$ cat src/rtl/pe_array_pkg.sv
// Shared types and instruction field layout for the PE array sequencer.
// Optional feature macro PE_ALU_MUL_EN (read by pe_alu) turns alu_op 11 into multiply.
package pe_array_pkg;

    typedef enum logic [1:0] {
        ADD     = 2'b00,
        SUB     = 2'b01,
        AND     = 2'b10,
        XOR_MUL = 2'b11
    } alu_op_t;

    typedef enum logic [2:0] {
        ST_IDLE,
        ST_LOAD,
        ST_RUN,
        ST_DONE,
        ST_FAULT
    } seq_state_t;

    // Instruction word, MSB to LSB: op0, op1, use_imm0, use_imm1, alu_op[1:0]
    localparam int unsigned ALU_OP_LSB = 0;
    localparam int unsigned ALU_OP_W   = 2;
    localparam int unsigned IMM1_BIT   = 2;
    localparam int unsigned IMM0_BIT   = 3;
    localparam int unsigned OP1_LSB    = 4;

    function automatic int unsigned op0_lsb(input int unsigned data_w);
        return OP1_LSB + data_w;
    endfunction

    function automatic int unsigned instr_w(input int unsigned data_w);
        return 2 * data_w + 4;
    endfunction

endpackage

$ cat src/rtl/pe_array_sequencer_if.sv
// Instruction-in / result-out handshake bundle of the PE array sequencer.
interface pe_array_sequencer_if #(
    parameter int unsigned NUM_PE = 8,
    parameter int unsigned DATA_W = 4
);
    localparam int unsigned PE_IDX_W = $clog2(NUM_PE);
    localparam int unsigned INSTR_W  = pe_array_pkg::instr_w(DATA_W);

    logic [INSTR_W-1:0]  instr;
    logic                instr_valid;
    logic                instr_last;
    logic                instr_ready;
    logic [DATA_W-1:0]   result;
    logic                result_valid;
    logic                result_ready;
    logic [PE_IDX_W-1:0] result_pe;

    modport master (
        output instr, instr_valid, instr_last, result_ready,
        input  instr_ready, result, result_valid, result_pe
    );

    modport slave (
        input  instr, instr_valid, instr_last, result_ready,
        output instr_ready, result, result_valid, result_pe
    );
endinterface

$ cat src/rtl/pe_array_sequencer_alu.sv
// Combinational PE ALU, results modulo 2^DATA_W.
// With PE_ALU_MUL_EN defined, XOR_MUL multiplies (low DATA_W bits); otherwise it is xor.
module pe_alu
    import pe_array_pkg::*;
#(
    parameter int unsigned DATA_W = 4
) (
    input  logic [DATA_W-1:0] a,
    input  logic [DATA_W-1:0] b,
    input  alu_op_t           op,
    output logic [DATA_W-1:0] y
);
    always_comb begin
        y = '0;
        unique case (op)
            ADD:     y = DATA_W'(a + b);
            SUB:     y = DATA_W'(a - b);
            AND:     y = a & b;
`ifdef PE_ALU_MUL_EN
            XOR_MUL: y = DATA_W'(a * b);
`else
            XOR_MUL: y = a ^ b;
`endif
            default: y = '0;
        endcase
    end
endmodule

$ cat src/rtl/pe_array_sequencer.sv
// Loads a program into NUM_PE slots with feed-forward operand checking, runs it one PE per cycle
// and returns the last slot's result. Optional macro PE_ALU_MUL_EN is honoured inside pe_alu.
module pe_array_sequencer
    import pe_array_pkg::*;
#(
    parameter  int unsigned NUM_PE   = 8,
    parameter  int unsigned DATA_W   = 4,
    localparam int unsigned PE_IDX_W = $clog2(NUM_PE)
) (
    input  logic                clock,
    input  logic                reset,
    input  logic                clear,
    pe_array_sequencer_if.slave bus,
    output logic                busy,
    output logic                fault,
    output logic [PE_IDX_W-1:0] fault_pe
);
    localparam int unsigned INSTR_W = instr_w(DATA_W);
    localparam int unsigned OP0_LSB = op0_lsb(DATA_W);
    localparam int unsigned LAST_PE = NUM_PE - 1;

    if (DATA_W < PE_IDX_W) begin : g_bad_data_w
        $error("pe_array_sequencer: DATA_W must be >= $clog2(NUM_PE)");
    end
    if (NUM_PE < 2 || NUM_PE > 16 || (NUM_PE & (NUM_PE - 1)) != 0) begin : g_bad_num_pe
        $error("pe_array_sequencer: NUM_PE must be a power of two in 2..16");
    end

    seq_state_t          r_state;
    logic [INSTR_W-1:0]  r_slot [NUM_PE];
    logic [DATA_W-1:0]   r_res  [NUM_PE];
    logic [PE_IDX_W-1:0] r_load_cnt;
    logic [PE_IDX_W-1:0] r_exec_cnt;
    logic [PE_IDX_W-1:0] r_last_idx;
    logic [DATA_W-1:0]   r_result;
    logic [PE_IDX_W-1:0] r_result_pe;
    logic                r_result_valid;
    logic                r_instr_ready;
    logic                r_busy;
    logic                r_fault;
    logic [PE_IDX_W-1:0] r_fault_pe;

    logic                w_xfer;
    logic                w_legal;
    logic [PE_IDX_W-1:0] w_in_idx0;
    logic [PE_IDX_W-1:0] w_in_idx1;
    logic [INSTR_W-1:0]  w_exec;
    logic [DATA_W-1:0]   w_a;
    logic [DATA_W-1:0]   w_b;
    alu_op_t             w_op;
    logic [DATA_W-1:0]   w_alu_y;

    // An operand may only read a slot strictly before the one being loaded.
    assign w_xfer    = bus.instr_valid && r_instr_ready;
    assign w_in_idx0 = bus.instr[OP0_LSB +: PE_IDX_W];
    assign w_in_idx1 = bus.instr[OP1_LSB +: PE_IDX_W];
    assign w_legal   = (bus.instr[IMM0_BIT] || (w_in_idx0 < r_load_cnt)) &&
                       (bus.instr[IMM1_BIT] || (w_in_idx1 < r_load_cnt));

    assign w_exec = r_slot[r_exec_cnt];
    assign w_a    = w_exec[IMM0_BIT] ? w_exec[OP0_LSB +: DATA_W]
                                     : r_res[w_exec[OP0_LSB +: PE_IDX_W]];
    assign w_b    = w_exec[IMM1_BIT] ? w_exec[OP1_LSB +: DATA_W]
                                     : r_res[w_exec[OP1_LSB +: PE_IDX_W]];
    assign w_op   = alu_op_t'(w_exec[ALU_OP_LSB +: ALU_OP_W]);

    pe_alu #(.DATA_W(DATA_W)) u_alu (
        .a  (w_a),
        .b  (w_b),
        .op (w_op),
        .y  (w_alu_y)
    );

    always_ff @(posedge clock or posedge reset) begin
        if (reset) begin
            r_state        <= ST_IDLE;
            r_load_cnt     <= '0;
            r_exec_cnt     <= '0;
            r_last_idx     <= '0;
            r_result       <= '0;
            r_result_pe    <= '0;
            r_result_valid <= 1'b0;
            r_instr_ready  <= 1'b1;
            r_busy         <= 1'b0;
            r_fault        <= 1'b0;
            r_fault_pe     <= '0;
            for (int i = 0; i < NUM_PE; i++) begin
                r_slot[i] <= '0;
                r_res[i]  <= '0;
            end
        end else if (clear) begin
            r_state        <= ST_IDLE;
            r_load_cnt     <= '0;
            r_exec_cnt     <= '0;
            r_result_valid <= 1'b0;
            r_instr_ready  <= 1'b1;
            r_busy         <= 1'b0;
            r_fault        <= 1'b0;
            r_fault_pe     <= '0;
        end else begin
            unique case (r_state)
                ST_IDLE, ST_LOAD: begin
                    if (w_xfer) begin
                        r_busy <= 1'b1;
                        if (!w_legal) begin
                            r_state       <= ST_FAULT;
                            r_fault       <= 1'b1;
                            r_fault_pe    <= r_load_cnt;
                            r_instr_ready <= 1'b0;
                        end else begin
                            r_slot[r_load_cnt] <= bus.instr;
                            if (bus.instr_last || r_load_cnt == PE_IDX_W'(LAST_PE)) begin
                                r_state       <= ST_RUN;
                                r_last_idx    <= r_load_cnt;
                                r_exec_cnt    <= '0;
                                r_instr_ready <= 1'b0;
                            end else begin
                                r_state    <= ST_LOAD;
                                r_load_cnt <= r_load_cnt + PE_IDX_W'(1);
                            end
                        end
                    end
                end
                ST_RUN: begin
                    r_res[r_exec_cnt] <= w_alu_y;
                    if (r_exec_cnt == r_last_idx) begin
                        r_state        <= ST_DONE;
                        r_result       <= w_alu_y;
                        r_result_pe    <= r_exec_cnt;
                        r_result_valid <= 1'b1;
                    end else begin
                        r_exec_cnt <= r_exec_cnt + PE_IDX_W'(1);
                    end
                end
                ST_DONE: begin
                    if (bus.result_ready) begin
                        r_state        <= ST_IDLE;
                        r_load_cnt     <= '0;
                        r_result_valid <= 1'b0;
                        r_instr_ready  <= 1'b1;
                        r_busy         <= 1'b0;
                    end
                end
                default: begin
                    // ST_FAULT holds until clear
                    r_state <= ST_FAULT;
                end
            endcase
        end
    end

    assign bus.instr_ready  = r_instr_ready;
    assign bus.result       = r_result;
    assign bus.result_valid = r_result_valid;
    assign bus.result_pe    = r_result_pe;
    assign busy             = r_busy;
    assign fault            = r_fault;
    assign fault_pe         = r_fault_pe;
endmodule

$ cat src/flat_wrapper.sv
// flat-port wrapper written by rule: the top's interface ports become plain ports
module pe_array_sequencer_flat import pe_array_pkg::*;
#(
    parameter  int unsigned NUM_PE   = 8,
    parameter  int unsigned DATA_W   = 4,
    localparam int unsigned PE_IDX_W = $clog2(NUM_PE)
)
  (clock, reset, clear, busy, fault, fault_pe, bus_instr, bus_instr_valid, bus_instr_last, bus_result_ready, bus_instr_ready, bus_result, bus_result_valid, bus_result_pe);
  pe_array_sequencer_if #(.NUM_PE(NUM_PE), .DATA_W(DATA_W)) bus_i ();
  input  logic clock;
  input  logic reset;
  input  logic clear;
  output logic busy;
  output logic fault;
  output logic [PE_IDX_W-1:0] fault_pe;
  input wire logic [$bits(bus_i.instr)-1:0] bus_instr;
  input wire logic [$bits(bus_i.instr_valid)-1:0] bus_instr_valid;
  input wire logic [$bits(bus_i.instr_last)-1:0] bus_instr_last;
  input wire logic [$bits(bus_i.result_ready)-1:0] bus_result_ready;
  output wire logic [$bits(bus_i.instr_ready)-1:0] bus_instr_ready;
  output wire logic [$bits(bus_i.result)-1:0] bus_result;
  output wire logic [$bits(bus_i.result_valid)-1:0] bus_result_valid;
  output wire logic [$bits(bus_i.result_pe)-1:0] bus_result_pe;
  assign bus_i.instr = bus_instr;
  assign bus_i.instr_valid = bus_instr_valid;
  assign bus_i.instr_last = bus_instr_last;
  assign bus_i.result_ready = bus_result_ready;
  assign bus_instr_ready = bus_i.instr_ready;
  assign bus_result = bus_i.result;
  assign bus_result_valid = bus_i.result_valid;
  assign bus_result_pe = bus_i.result_pe;
  pe_array_sequencer #(.NUM_PE(NUM_PE), .DATA_W(DATA_W)) u_core (.clock(clock), .reset(reset), .clear(clear), .bus(bus_i), .busy(busy), .fault(fault), .fault_pe(fault_pe));
endmodule
$ cat config.mk
export PLATFORM = sky130hd
export DESIGN_NAME = pe_array_sequencer_flat
export DESIGN_NICKNAME = d
export VERILOG_FILES = /design/src/rtl/pe_array_pkg.sv /design/src/rtl/pe_array_sequencer_if.sv /design/src/rtl/pe_array_sequencer_alu.sv /design/src/rtl/pe_array_sequencer.sv /design/src/flat_wrapper.sv
export SDC_FILE = /design/constraint.sdc
export NUM_CORES = 1
export LEC_CHECK = 0
export ABC_AREA = 1
export CORE_AREA = 2 2 125 127
export DETAILED_ROUTE_END_ITERATION = 16
export DIE_AREA = 0 0 127 129
export GPL_TIMING_DRIVEN = 0
export PLACE_DENSITY = 0.85
export RECOVER_POWER = 100
export SYNTH_ARGS = -nofsm -noshare
export SYNTH_HDL_FRONTEND = slang
export SYNTH_SLANG_ARGS = --single-unit
$ cat constraint.sdc
create_clock -name clock -period 5.1 [get_ports clock]
set_clock_uncertainty 0.05 [all_clocks]
set_input_delay 1.02 -clock clock [delete_from_list [all_inputs] [get_ports clock]]
set_output_delay 1.02 -clock clock [all_outputs]
set_load 0.005 [all_outputs]
# Word-level counts from Yosys, hierarchy flattened
# Cells that the tools add are included.
# word_totals
ff_bits,154
in_bits,18
output_inout_bits,14
word_cells,146
# classes
n_addsub,4
order_cmp,8
n_eq_ne,17
mux,57
n_bitwise,7
reduce_logical,26
# ops
cell,count
96-bit bitwise mux,1
3-bit 2-to-1 mux,18
12-bit binary-select mux with 3-bit select,1
12-bit demux with 3-bit select,1
12-bit 2-to-1 mux,3
32-bit bitwise mux,1
4-bit 2-to-1 mux,7
4-bit binary-select mux with 3-bit select,2
"4-bit greater-or-equal comparator, second input constant",4
3-bit NOT with 4-bit output,4
4-bit case mux with 4 select lines,1
3-bit AND reduction,5
5-bit AND reduction,3
1-bit 2-to-1 mux,14
4-bit demux with 3-bit select,1
"3-bit by 2-bit != test with 1-bit output, second input constant",4
3-bit case mux with 2 select lines,2
"3-bit != test, second input constant",3
3-bit case mux with 3 select lines,1
3-bit nonzero test,3
"4-bit by 1-bit < comparator with 1-bit output, second input constant",2
4-bit AND reduction,2
"3-bit by 1-bit adder with 3-bit output, second input constant",2
"3-bit by 2-bit equality test with 1-bit output, second input constant",2
other kinds (22),32

# Depth between registers and ports, before layout
# depth
word_depth,12
mapped_depth,31

# Modules after synthesis
# A second synthesis with hierarchy kept.
# unflattened
hier_cells,1107
area_unflattened_um2,8249.2
# by_module_without_submodules
mod,n_inst,cells_per_inst,area_each_um2,seq_area_each_um2
pe_array_sequencer,1,1051,7918.8,3854.9
pe_alu,1,56,330.3,0.0

# Least setup slack after synthesis
# OpenSTA, ideal clock, no wires.
# synth_timing
path_type,register -> register
from,register u_core.r_exec_cnt[0]
to,register u_core.r_res[11] (netlist name)
setup_ns,0.117
arrival_time_ns,3.087
path_slack_ns,1.846
path_stages_with_launch,30
path_buffers,2
path_cell_list,dfrtp_1 buf_6 inv_4 buf_4 nand2_1 nand3_1 nand2_1 nor2_2 nor2_4 nand3_1 nand3_1 nand2_1 inv_2 ha_1 nor2_1 xnor2_1 inv_1 ha_1 nand2_1 nand2_1 a31oi_1 nand4_1 nand2_1 nand2_1 nand2_1 nand2_1 nand3_2 nand2_4 nand2_1 nand2_1
# synth_between
elab_chain_len,12
elab_cells_between_ends,29
classes_between,2 x add/sub; 2 x order compare; 3 x eq/ne; 15 x mux; 5 x bitwise; 2 x reduce/logical
# synth_rtl
element,line,source
start: declaration,pe_array_sequencer.sv:33,logic [PE_IDX_W-1:0] r_exec_cnt;
start signal: assignment,pe_array_sequencer.sv:132,r_exec_cnt <= r_exec_cnt + PE_IDX_W'(1);
3-bit NOT with 4-bit output (implied by the code) (*),"pe_array_sequencer.sv:60, pe_array_sequencer.sv:125",
12-bit binary-select mux with 3-bit select,pe_array_sequencer.sv:60,assign w_exec = r_slot[r_exec_cnt];
12-bit 2-to-1 mux (implied by the code) (2 in a row),pe_array_sequencer.sv:60,
"3-bit NOT with 4-bit output, on equally long branches","pe_array_sequencer.sv:62, pe_array_sequencer.sv:64",
"4-bit binary-select mux with 3-bit select, on equally long branches","pe_array_sequencer.sv:62, pe_array_sequencer.sv:64",
"4-bit 2-to-1 mux, on equally long branches (2 in a row)","pe_array_sequencer.sv:62, pe_array_sequencer.sv:64",
"4-bit 2-to-1 mux, on equally long branches","pe_array_sequencer.sv:61, pe_array_sequencer.sv:63",
"4-bit subtractor, or another cell as far along",pe_array_sequencer_alu.sv:17,SUB: y = DATA_W'(a - b);
4-bit case mux with 4 select lines,pe_array_sequencer_alu.sv:15,unique case (op)
32-bit bitwise mux (*),pe_array_sequencer.sv:125,r_res[r_exec_cnt] <= w_alu_y;
end signal: indexed assignment,pe_array_sequencer.sv:125,
end: declaration,pe_array_sequencer.sv:31,logic [DATA_W-1:0] r_res [NUM_PE];
# Every way passes the cells marked *; elsewhere a longest branch is shown, timed or not. The select of a mux whose other input is x is not followed.
# A chain may end at the register's enable or synchronous reset.

# Worst setup path in the final report
# Ends and elaborated chain as after synthesis.

==> results.json <==
{
  "cp.depth": 29,
  "leakage_uw": 0.004453,
  "rows": 45,
  "cp-start-kind": "flop",
  "slew_headroom": -0.1853,
  "first_iter_violations": 1069,
  "place_area_sq_mm": 0.008720,
  "r2r.worst_path.cells": 29,
  "worstMarginPinSlew_ps": 1778,
  "tritoncts.num_buffers": 17,
  "fin_tns_setup_ps": 0,
  "irDropWorstVdd_uv": 484.1,
  "post_drt_wl_per_cell_um": 17.00,
  "antenna_cells": 0,
  "die_height_um": 129,
  "globalRoute.totalOverflow": 0,
  "root_driver": "clkbuf_16",
  "critical-path-max-stage-delay_ps": 480,
  "number_of_clock_sinks_seen_by_cts": 154,
  "cp_common_cell": "nand2_1",
  "cp.required_ps": 5370,
  "clock_insertion_delay_worst_skew_ps": 430,
  "maximum_clock_frequency_ghz": 0.2227,
  "post_cts_hold_buffer_count": 0,
  "post_route_cells_drive_above_1_share": 0.08318,
  "instance_count_of_the_mapped_netlist": 1052,
  "floorplan.die.width_um": 127,
  "critical_path.slowest_cell": "clkbuf_1",
  "placeableCoreArea_sq_mm": 0.01498,
  "postRouteAntennaNets": 0,
  "hold_path.class": "flop to flop",
  "result_of_the_run": "finished with violations",
  "drc": 0,
  "io_buffers": 30,
  "grt_setup_unrepaired": "false",
  "cts_resized": 0,
  "cp-end-kind": "flop",
  "post_drt_via_cell_ratio": 5.764,
  "grt_util_all_layers": 0.2839,
  "ys_types": 44,
  "timing_hold_violations_final": 0,
  "synth.yosys.seq_area_share": 0.4759,
  "num-nets-final": 1139,
  "dieArea_sq_mm": 0.01638,
  "dp_hpwl_um": 15750,
  "finalWorstPathRequiredPeriod_ps": 4491,
  "slew_viol_final": 39,
  "cts.path.max_buffers": 2,
  "post-route-period-util": 0.8805,
  "postSynthRegisterBits": 154,
  "power.density_mw_per_mm2": 646.7,
  "fin_area_sq_mm": 0.009193,
  "path_buf_inv": 5,
  "drtPass1Iterations": 6,
  "path_clk_slew_ps": 70,
  "initial_core_util": 0.5409,
  "wl_um": 22210,
  "grt_start_max_net_pins": 44,
  "syn2layout_area_growth_pct": 13.48,
  "postSynthNetCount": 1086,
  "tritoncts": "done",
  "via_count": 7528,
  "cts.htree.levels": 4,
  "io-pin-count": 32,
  "cpLargestDelayFamily": "simple AND/OR/NAND/NOR gates",
  "grt_pass1_vias": 7418,
  "netlist_area_sq_mm": 0.008100,
  "max_cap_viol_count": 2,
  "cts.repair_timing.setup_buffer_count": 0,
  "globalplace.congestion": 0.8971,
  "ys.warnings.count": 0,
  "path_max_fanout": 10,
  "criticalPathCategory": "flop to flop",
  "number_of_antenna_violations_at_the_first_check_in_global_routing": 0,
  "setup-violations-final": 0,
  "whs_path_depth": 2,
  "avgSynthCellArea_sq_um": 7.700,
  "timing.critical_path.arrival_ps": 4760,
  "violations": "capacitance limit, slew limit",
  "grt_pass1_wl_um": 36310
}
==> layout make-up <==
class                      instances  area [sq um]
sequential                       154          3855
multi-input combinational        721          3486
inverter                         141         536.8
tap                              188         235.2
timing repair buffer              34         334.1
clock buffer                      18         439.2
buffer                            36         198.9
clock inverter                    14         107.6
fill                            1271          5784
==> cells by family (layout without fill, tap and decap cells) <==
kind of cell,Yosys count,count (layout),share of synthesized area
AND/OR/NAND/NOR,489,489,0.2589
AO/OA/AOI/OAI,212,212,0.1430
buffers and inverters,177,243,0.09222
flip-flops,154,154,0.4759
adder cells (fa/ha/maj),16,16,0.02564
XOR/XNOR,4,4,0.004326
==> synthesized netlist by cell type (all sizes together) <==
cell type  instances  area [sq um]
o22ai              6         37.54
a221oi             2         23.77
o211ai            10         75.07
nand2            335          1297
a31o               1         8.760
or2                4         25.03
buf               16         136.4
a32oi              1         8.760
nor3               3         15.01
clkbuf            20         75.07
a21oi             18         93.84
xor2               1         8.760
a32o               2         20.02
xnor2              3         26.28
dfrtp            153          3829
a2111oi            1         15.01
clkinv             1         5.000
dfstp              1         26.28
ha                15         187.7
fa                 1         20.02
nand3             60         340.3
nand4              7         73.82
inv              140         530.5
o21ai            164         820.8
nor2              80         345.3
a31oi              1         6.260
a22o               1         8.760
o31ai              3         22.52
o32ai              2         17.52
==> tightest hold or removal path, cell delays in order (launching register included) <==
cell     delay, ps
dfrtp_1        330
nand2_1         60
nand2_1         50
==> sequential cells by signal, summed over array words and instances, names as in the netlist <==
name / cells
u_core.fault: 1
u_core.bus.result_pe: 3
u_core.r_last_idx: 3
u_core.r_load_cnt: 3
u_core.bus.instr_ready: 1
u_core.fault_pe: 3
u_core.busy: 1
u_core.bus.result: 4
u_core.r_state: 3
u_core.r_exec_cnt: 3
u_core.r_res: 32
u_core.bus.result_valid: 1
u_core.r_slot: 96
==> through the flow <==
| stage | std cells | total power (uW) | hold slack, ps | setup slack [ps] | utilization |
|---|---|---|---|---|---|
| 2_1_floorplan | 1052 | 3868 | 395.1 | 1846 | - |
| 3_3_place_gp | 1270 | 4598 | 408.6 | 790.7 | 0.5769 |
| 3_5_place_dp | 1274 | 4716 | 415.8 | 1011 | 0.5822 |
| 4_1_cts | 1306 | 5937 | 431.0 | 963.4 | 0.6187 |
| 5_1_grt | 1306 | 6373 | 436.5 | 324.3 | 0.6138 |
| 6_report | 1306 | 5945 | 426.1 | 609.3 | 0.6138 |
==> metal layers <==
layer	global-route usage	up-vias	wire [um]
met3	0.07318	73	1970
met1	0.3697	3569	9126
met2	0.4529	412	10340
li1	-	3474	-
met4	0.1248	0	769
met5	0	-	0
==> cells in the final DEF (no fill, tap or decap), types with 4 or more instances in the layout <==
cell             instances
inv_1                  132
dfrtp_1                153
clkbuf_16               17
a21oi_1                 18
clkbuf_1                24
nand2_1                324
clkinv_2                 5
buf_6                    6
clkdlybuf4s50_1         13
nand3_2                  8
nand3_1                 52
ha_1                    15
nand4_1                  5
o22ai_1                  6
inv_2                    5
inv_6                    6
nor2_4                   4
nand2_2                  9
dlygate4sd3_1           17
nor2_2                   6
o211ai_1                10
nor2_1                  70
o21ai_0                162
buf_4                    4
==> report_power, final <==
group	total (uW)	switching (uW)	internal, uW
logic	3030	2030	1000
registers	1720	193	1520
clock network	1190	550	644
total	5950	2770	3170
==> worst paths after layout <==
path / from / to / slack, ps
setup / recovery: u_core.r_exec_cnt[0]$_DFFE_PP0P_ / u_core.r_res[11]$_DFFE_PP0P_ / 610
hold / removal: u_core.bus.result[3]$_DFFE_PP0P_ / u_core.bus.result[3]$_DFFE_PP0P_ / 430
setup reg to reg: u_core.r_exec_cnt[0]$_DFFE_PP0P_ / u_core.r_res[11]$_DFFE_PP0P_ / 610
hold reg to reg: u_core.bus.result[3]$_DFFE_PP0P_ / u_core.bus.result[3]$_DFFE_PP0P_ / 430
max in group asynchronous: reset / u_core.r_slot[90]$_DFFE_PP0P_ / 1060
min in group asynchronous: reset / u_core.r_res[22]$_DFFE_PP0P_ / 1060
No activity file was read; power rests on OpenSTA's default activity.
